**src/rtl/connect_suite_pipe_chain.sv**
```systemverilog
`default_nettype none
// ============================================================================
// Module   : connect_suite_pipe_chain
// Purpose  : Cascade of STAGES valid/ready register slices carrying a
//            WIDTH-bit payload. The ready path is combinational through the
//            whole chain, so empty slots collapse (no bubbles) and a full
//            chain streams one beat per cycle while the consumer is ready.
//            Synchronous flush drops all beats. Asynchronous active-low
//            reset clears all state immediately.
// Ports    : clk           - clock, rising edge
//            reset         - asynchronous reset, active low
//            io_in_valid   - producer has a beat
//            io_in_ready   - chain accepts the beat this cycle
//            io_in_bits    - producer payload
//            io_out_valid  - last stage holds a beat
//            io_out_ready  - consumer accepts this cycle
//            io_out_bits   - last-stage payload
//            io_flush      - synchronous clear of every stage
//            io_count      - number of occupied stages (0..STAGES)
// Revision : 1.0 - initial release
// ============================================================================
module connect_suite_pipe_chain #(
  parameter  int WIDTH  = 8,
  parameter  int STAGES = 3,
  localparam int CW     = $clog2(STAGES + 1)
) (
  input  logic             clk,
  input  logic             reset,
  input  logic             io_in_valid,
  output logic             io_in_ready,
  input  logic [WIDTH-1:0] io_in_bits,
  output logic             io_out_valid,
  input  logic             io_out_ready,
  output logic [WIDTH-1:0] io_out_bits,
  input  logic             io_flush,
  output logic [CW-1:0]    io_count
);

  // Stage 0 is the input side, stage STAGES-1 drives the outputs.
  logic [STAGES-1:0] v_q;
  logic [STAGES-1:0] v_d;
  logic [WIDTH-1:0]  d_q [STAGES];
  logic [WIDTH-1:0]  d_d [STAGES];

  // rdy[k]: stage k may load this cycle. rdy[STAGES] is the consumer.
  logic [STAGES:0]   rdy;
  logic [CW-1:0]     count_w;

  // A stage can load if it is empty or everything downstream of it moves.
  always_comb begin
    rdy[STAGES] = io_out_ready;
    for (int k = STAGES - 1; k >= 0; k--) begin
      rdy[k] = !v_q[k] || rdy[k+1];
    end
  end

  always_comb begin
    v_d = v_q;
    for (int k = 0; k < STAGES; k++) begin
      d_d[k] = d_q[k];
    end
    if (rdy[0]) begin
      v_d[0] = io_in_valid;
      d_d[0] = io_in_bits;
    end
    for (int k = 1; k < STAGES; k++) begin
      if (rdy[k]) begin
        v_d[k] = v_q[k-1];
        d_d[k] = d_q[k-1];
      end
    end
    // Flush only kills the valid bits; the data registers are don't-care.
    if (io_flush) begin
      v_d = '0;
    end
  end

  always_ff @(posedge clk or negedge reset) begin
    if (!reset) begin
      v_q <= '0;
      for (int k = 0; k < STAGES; k++) begin
        d_q[k] <= '0;
      end
    end else begin
      v_q <= v_d;
      for (int k = 0; k < STAGES; k++) begin
        d_q[k] <= d_d[k];
      end
    end
  end

  always_comb begin
    count_w = '0;
    for (int k = 0; k < STAGES; k++) begin
      count_w = count_w + CW'(v_q[k]);
    end
  end

  assign io_in_ready  = rdy[0];
  assign io_out_valid = v_q[STAGES-1];
  assign io_out_bits  = d_q[STAGES-1];
  assign io_count     = count_w;

endmodule
`default_nettype wire

```
**config.mk**
```make
export PLATFORM = sky130hd
export DESIGN_NAME = connect_suite_pipe_chain
export DESIGN_NICKNAME = d
export VERILOG_FILES = /design/src/rtl/connect_suite_pipe_chain.sv
export SDC_FILE = /design/constraint.sdc
export NUM_CORES = 1
export LEC_CHECK = 0
export ABC_AREA = 0
export CAP_MARGIN = 20
export CORE_ASPECT_RATIO = 0.75
export CORE_MARGIN = 5
export CORE_UTILIZATION = 48
export DETAILED_ROUTE_END_ITERATION = 8
export PLACE_DENSITY_LB_ADDON = 0.25
export SYNTH_ARGS = -nofsm -noshare
export SYNTH_HDL_FRONTEND = slang
export SYNTH_SLANG_ARGS = --single-unit
```
**constraint.sdc**
```tcl
create_clock -name clk -period 1.3 [get_ports clk]
set_clock_uncertainty 0.05 [all_clocks]
set_input_delay 0.13 -clock clk [delete_from_list [all_inputs] [get_ports clk]]
set_output_delay 0.13 -clock clk [all_outputs]
set_load 0.01 [all_outputs]
```
==> results_dict.tcl, run 1 <==
set metrics [dict create \
    crit_buf_inv 1 \
    cts_buffers 3 \
    grt_pass1_wl_um 3330 \
    yosysWarnings 0 \
    rsz0062_at_grt "true" \
    grt_use_total_pct 13.4 \
    ctsHoldBuffers 0 \
    ys_seq_elements 27 \
    synthDistinctLibCells 11 \
    drt_pass1_iterations 3 \
    wirelength_um 2060 \
    rows 15 \
    cts_root_buf "clkbuf_4" \
    cp_top_family "adder cells" \
    clkSlewWorstSetupHoldPaths_ns 0.14 \
    worstMarginPinSlew_ns 0.339 \
    violations "setup timing" \
    drtIter0Drc 23 \
    relSlewSlack_pct 77.4 \
    worst_ep_required_time_ns 1.12 \
    synthTopCellsByArea "dfrtp_1, mux2_2, buf_4, fa_1, a21oi_1" \
    drive_gt1_share_pct 46.2 \
    start_util_pct 49.0 \
    crit_arrival_ns 1.42 \
    period_share_pct 123 \
    drv_slew 0 \
    io_pins 25 \
    finish.instance_area_mm2 0.00155 \
    fin_nets 119 \
    core-area_mm2 0.00223 \
    via_count 645 \
    fmax_mhz 625 \
    cp_cell_sequence "fa_1 -> buf_2" \
    path_class "reg2out" \
    placed_area_mm2 0.00135 \
    power.leakage_nw 0.824 \
    hold_class "in2async" \
    die_h_um 51.4 \
    mostFrequentLayoutCells "dfrtp_1, mux2_4, buf_6, clkdlybuf4s50_1, dlygate4sd2_1" \
    synth_top_cell_by_area "dfrtp_1" \
    vias_per_cell 5.00 \
    dp_hpwl_um 1330 \
    grt_max_degree 28 \
    wire_per_inst_um 15.9 \
    start_kind "flop" \
    finalPower_mw 1.48 \
    syn_avg_cell_area_um2 15.4 \
    endpoint_kind "output pin" \
    setup_viol_count_final 20 \
    clock_sinks 27 \
    grt_pass1_vias 651 \
    maxCapViolCount 0 \
    setup_slack_ns -0.299 \
    status "finished with violations" \
    final_common_cell "dfrtp_1" \
    antenna_found_initial 0 \
    place_congestion 0.686 \
    power_per_cell_area_mw_per_mm2 955 \
    io_buffers 24 \
    die_area_mm2 0.00335 \
    critPathMaxStageDelay_ns 0.54 \
    period_minus_slack_ns 1.60 \
    cts.path.max_buffers 2 \
    synth_fp_nets 85 \
    netlist_area_mm2 0.00109 \
    grt_remaining_overflow 0 \
    fp.dieW_um 65.1 \
    drcViolationCount 0 \
    vdd_ir_drop_max_mv 0.588 \
    ys_seq_area_share_pct 61.7 \
    cp_max_fo 2 \
    syn_inst 71 \
    crit_slowest_cell "fa_1" \
    finalHoldViolCount 0 \
    cts_htree_levels 1 \
    diodes 0 \
    tritoncts "done" \
    insertion_delay_ns 0.32 \
    area_growth_syn_to_layout_pct 41.4 \
    ant_nets 0 \
    synth_top_area_share_pct 61.7 \
]
## cells by family after synthesis
group                      synth area share (%)
AOI/OAI and AO/OA                          1.37
adders and majority gates                  1.83
buffers and inverters                      8.00
DFF                                        61.7
muxes                                      24.7
and+or+nand+nor                            2.40
## registers in the layout, summed over array words and instances (netlist names)
register / flops
d_q: 16
io_out_bits: 8
v_q: 3
## report_power, final
| group | leakage, nW | internal, mW | switching [mW] |
|---|---|---|---|
| Clock | 0.0150 | 0.120 | 0.232 |
| Combinational | 0.490 | 0.139 | 0.0734 |
| Sequential | 0.320 | 0.887 | 0.0263 |
| Total | 0.824 | 1.15 | 0.332 |
## per-layer routing
metal | vias to the layer above | global-route usage (%) | share of wire [%]
li1 | 307 | - | -
met1 | 319 | 17.7 | 48
met2 | 14 | 21.1 | 46
met3 | 5 | 5.05 | 4.9
met4 | 0 | 3.10 | 0.92
met5 | - | 0 | 0
## what timing repair did
action / 4_1_cts / 5_1_grt
setup buffers: 1 / 5
gates cloned: 2 / 0
setup endpoints to repair: 36 / 29
gates resized for setup: 45 / 16
pin swaps: 0 / 3
## cell type report
cell class	count	area (um2)
Fill cell	155	686
Sequential cell	27	676
Multi-Input combinational cell	32	443
Timing Repair Buffer	38	360
Tap cell	25	31.3
Clock buffer	4	26.3
Inverter	3	11.3
## Yosys cell counts (all sizes together)
master	count
dfrtp	27
mux2	24
buf	10
a21oi	3
inv	3
fa	1
nand2b	1
nand3b	1
nand4b	1
## stage by stage
step	hold WS [ns]	utilization [%]	setup TNS, ns	std cells	worst slack (ns)
floorplan	-0.216	-	0	71	0.0644
global placement	0.432	60.4	-4.75	118	-0.315
detailed placement	0.439	60.4	-5.29	118	-0.348
CTS	0.105	65.4	-3.19	125	-0.319
global route	0.143	69.3	-4.75	129	-0.372
finish	0.107	69.3	-3.42	129	-0.299
## worst register-to-register path, stage by stage (launching register included)
cell and delay (ns):
dfrtp_1 0.43, buf_4 0.15, buf_6 0.10, nand4b_1 0.21, buf_6 0.19, mux2_4 0.30
## path summary, 6_finish.rpt
path	cells past startpoint	slack, ns	end	startpoint
worst max register to register	5	-0.23	d_q[21]$_DFFE_PN0P_	v_q[0]$_DFFE_PN0P_
worst min register to register	1	0.47	io_out_bits[5]$_DFFE_PN0P_	io_out_bits[5]$_DFFE_PN0P_
max in group asynchronous	2	0.84	d_q[13]$_DFFE_PN0P_	reset
worst max-delay path	2	-0.30	io_count[0]	v_q[0]$_DFFE_PN0P_
worst min-delay path	2	0.11	io_out_bits[7]$_DFFE_PN0P_	reset
min in group clk	3	0.28	v_q[0]$_DFFE_PN0P_	io_in_valid
Note: power is estimated with default switching activity, not from simulation.
==> run 2, diff against run 1 <==
--- a/config.mk
+++ b/config.mk
@@ -9,7 +9,7 @@
 export CAP_MARGIN = 20
 export CORE_ASPECT_RATIO = 0.75
 export CORE_MARGIN = 5
-export CORE_UTILIZATION = 48
+export CORE_UTILIZATION = 45
 export DETAILED_ROUTE_END_ITERATION = 8
 export PLACE_DENSITY_LB_ADDON = 0.25
 export SYNTH_ARGS = -nofsm -noshare
==> run 2 against run 1 <==
Effect of this change:
- the run still ends with setup timing left
- flip-flop and latch count unchanged
- wire length decreased by 0.63%
- worst setup slack improved by 0.012 ns
- sequential power about the same
==> results_dict.tcl, run 2 (synthesis results as in run 1) <==
set metrics [dict create \
    insertion_delay_ns 0.32 \
    fin_nets 116 \
    endpoint_kind "output pin" \
    p_comb_share_pct 13.1 \
    switching_share_pct 23.1 \
    largest_reg_flops 16 \
    vdd_ir_drop_max_mv 0.878 \
    drtIter0Drc 35 \
    dp_cells 125 \
    maxCapViolCount 0 \
    setup_viol_count_final 12 \
    fp.dieW_um 67.0 \
    cts.path.max_buffers 2 \
    seqPwrFrac_pct 62.5 \
    core-area_mm2 0.00231 \
    layoutNonFillerInstCount 135 \
    area_growth_syn_to_layout_pct 38.1 \
    grt_max_degree 28 \
    finalPower_mw 1.46 \
    via_count 641 \
    io_pins 25 \
    finalHoldViolCount 0 \
    cp_max_fo 2 \
    ff_latch_area_um2 676 \
    violations "setup timing" \
    setup_slack_ns -0.286 \
    status "finished with violations" \
    relSlewSlack_pct 77.8 \
    worstMarginPinSlew_ns 0.333 \
    multi_input_area_um2 432 \
    fmax_mhz 630 \
    p_int_mw 1.12 \
    io_buffers 24 \
    drt_pass1_iterations 3 \
    drcViolationCount 0 \
    period_share_pct 122 \
    die_h_um 52.7 \
    tns_ns -1.71 \
    power_per_cell_area_mw_per_mm2 967 \
    period_minus_slack_ns 1.59 \
    cts_htree_levels 1 \
    clock_sinks 27 \
    largest-register "d_q" \
    rsz0062_at_grt "true" \
    final_common_cell "dfrtp_1" \
    diodes 0 \
    critPathMaxStageDelay_ns 0.54 \
    wire_per_inst_um 15.1 \
    rr_worst_depth 4 \
    antenna_found_initial 0 \
    dp_hpwl_um 1320 \
    ctsHoldBuffers 0 \
    grt_remaining_overflow 0 \
    cts_buffers 3 \
    wirelength_um 2040 \
    dpl_worst_slack_ns -0.337 \
    clkPwrFrac_pct 24.4 \
    p_switching_mw 0.338 \
    grt_pass1_vias 706 \
    place_congestion 0.720 \
    drive_gt1_share_pct 46.5 \
    start_util_pct 47.4 \
    cts_root_buf "clkbuf_4" \
    power.leakage_nw 0.785 \
    worst-r2r-setup-slack_ns -0.14 \
    die_area_mm2 0.00353 \
    met1Wirelength_um 875 \
    drv_slew 0 \
    grt_use_total_pct 12.6 \
    worst_ep_required_time_ns 1.12 \
    crit_arrival_ns 1.41 \
    clkSlewWorstSetupHoldPaths_ns 0.15 \
    num-fill-cells 178 \
    highest_layer "met4" \
    crit_slowest_cell "fa_1" \
    ant_nets 0 \
    grt_pass1_wl_um 3280 \
    wl_met3_um 95 \
    wl_met2_um 1060 \
    vias_per_cell 4.75 \
    tritoncts "done" \
    start_kind "flop" \
    mostFrequentLayoutCells "dfrtp_1, mux2_4, clkdlybuf4s50_1" \
    cp_cell_sequence "fa_1 -> buf_2" \
    hold_class "in2async" \
    rows 15 \
    hold_ws_ns 0.0977 \
    path_class "reg2out" \
]
-- run 2: cell count changes in the layout (fill, tap and decap cells not counted), sizes merged --
cell,change
clkbuf,-1
buf,-3
clkinv,+1
-- run 2: power groups by stage --
| stage | combinational (mW) | sequential [mW] | clock [mW] |
|---|---|---|---|
| after global placement | 0.174 | 0.925 | 0 |
| after global routing | 0.209 | 0.920 | 0.416 |
| after CTS | 0.179 | 0.912 | 0.365 |
| after floorplan | 0.0883 | 0.923 | 0 |
| after detailed placement | 0.180 | 0.928 | 0 |
| final | 0.192 | 0.914 | 0.357 |
-- run 2: final timing paths --
path / start / to
max in group asynchronous: reset / v_q[1]$_DFFE_PN0P_
worst max register to register: v_q[2]$_DFFE_PN0P_ / d_q[20]$_DFFE_PN0P_
worst min register to register: d_q[12]$_DFFE_PN0P_ / io_out_bits[4]$_DFFE_PN0P_
worst min-delay path: reset / d_q[9]$_DFFE_PN0P_
worst max-delay path: v_q[2]$_DFFE_PN0P_ / io_count[0]
min in group clk: io_in_valid / v_q[0]$_DFFE_PN0P_
-- run 2: metal layers --
layer / vias to the layer above / global-route usage [%]
li1: 297 / -
met2: 13 / 22.9
met5: - / 0
met3: 2 / 4.72
met1: 329 / 13.9
met4: 0 / 3.03
-- run 2: cell type report --
cell class / instances / area share [%]
Multi-Input combinational cell: 32 / 28.6
Inverter: 3 / 0.745
Sequential cell: 27 / 44.7
Tap cell: 34 / 2.81
Timing Repair Buffer: 35 / 21.4
Clock inverter: 1 / 0.331
Clock buffer: 3 / 1.49
-- run 2: worst max-delay path, delay by kind of cell (launching register included) --
kind / cells / cell delay, ns
flops: 1 / 0.43
fa+ha+maj: 1 / 0.54
buf+inv: 1 / 0.13
-- run 2: stage by stage --
step | util (%) | area [um2]
floorplan | - | 1090
global placement | 58.3 | 1350
detailed placement | 58.3 | 1350
CTS | 62.2 | 1440
global route | 65.5 | 1510
finish | 65.5 | 1510
-- run 2: timing repair --
item,4_1_cts,5_1_grt
gates resized for setup,39,15
endpoints found under the setup margin,28,29
buffers inserted,2,3
pin swaps,0,1
gates cloned,2,0
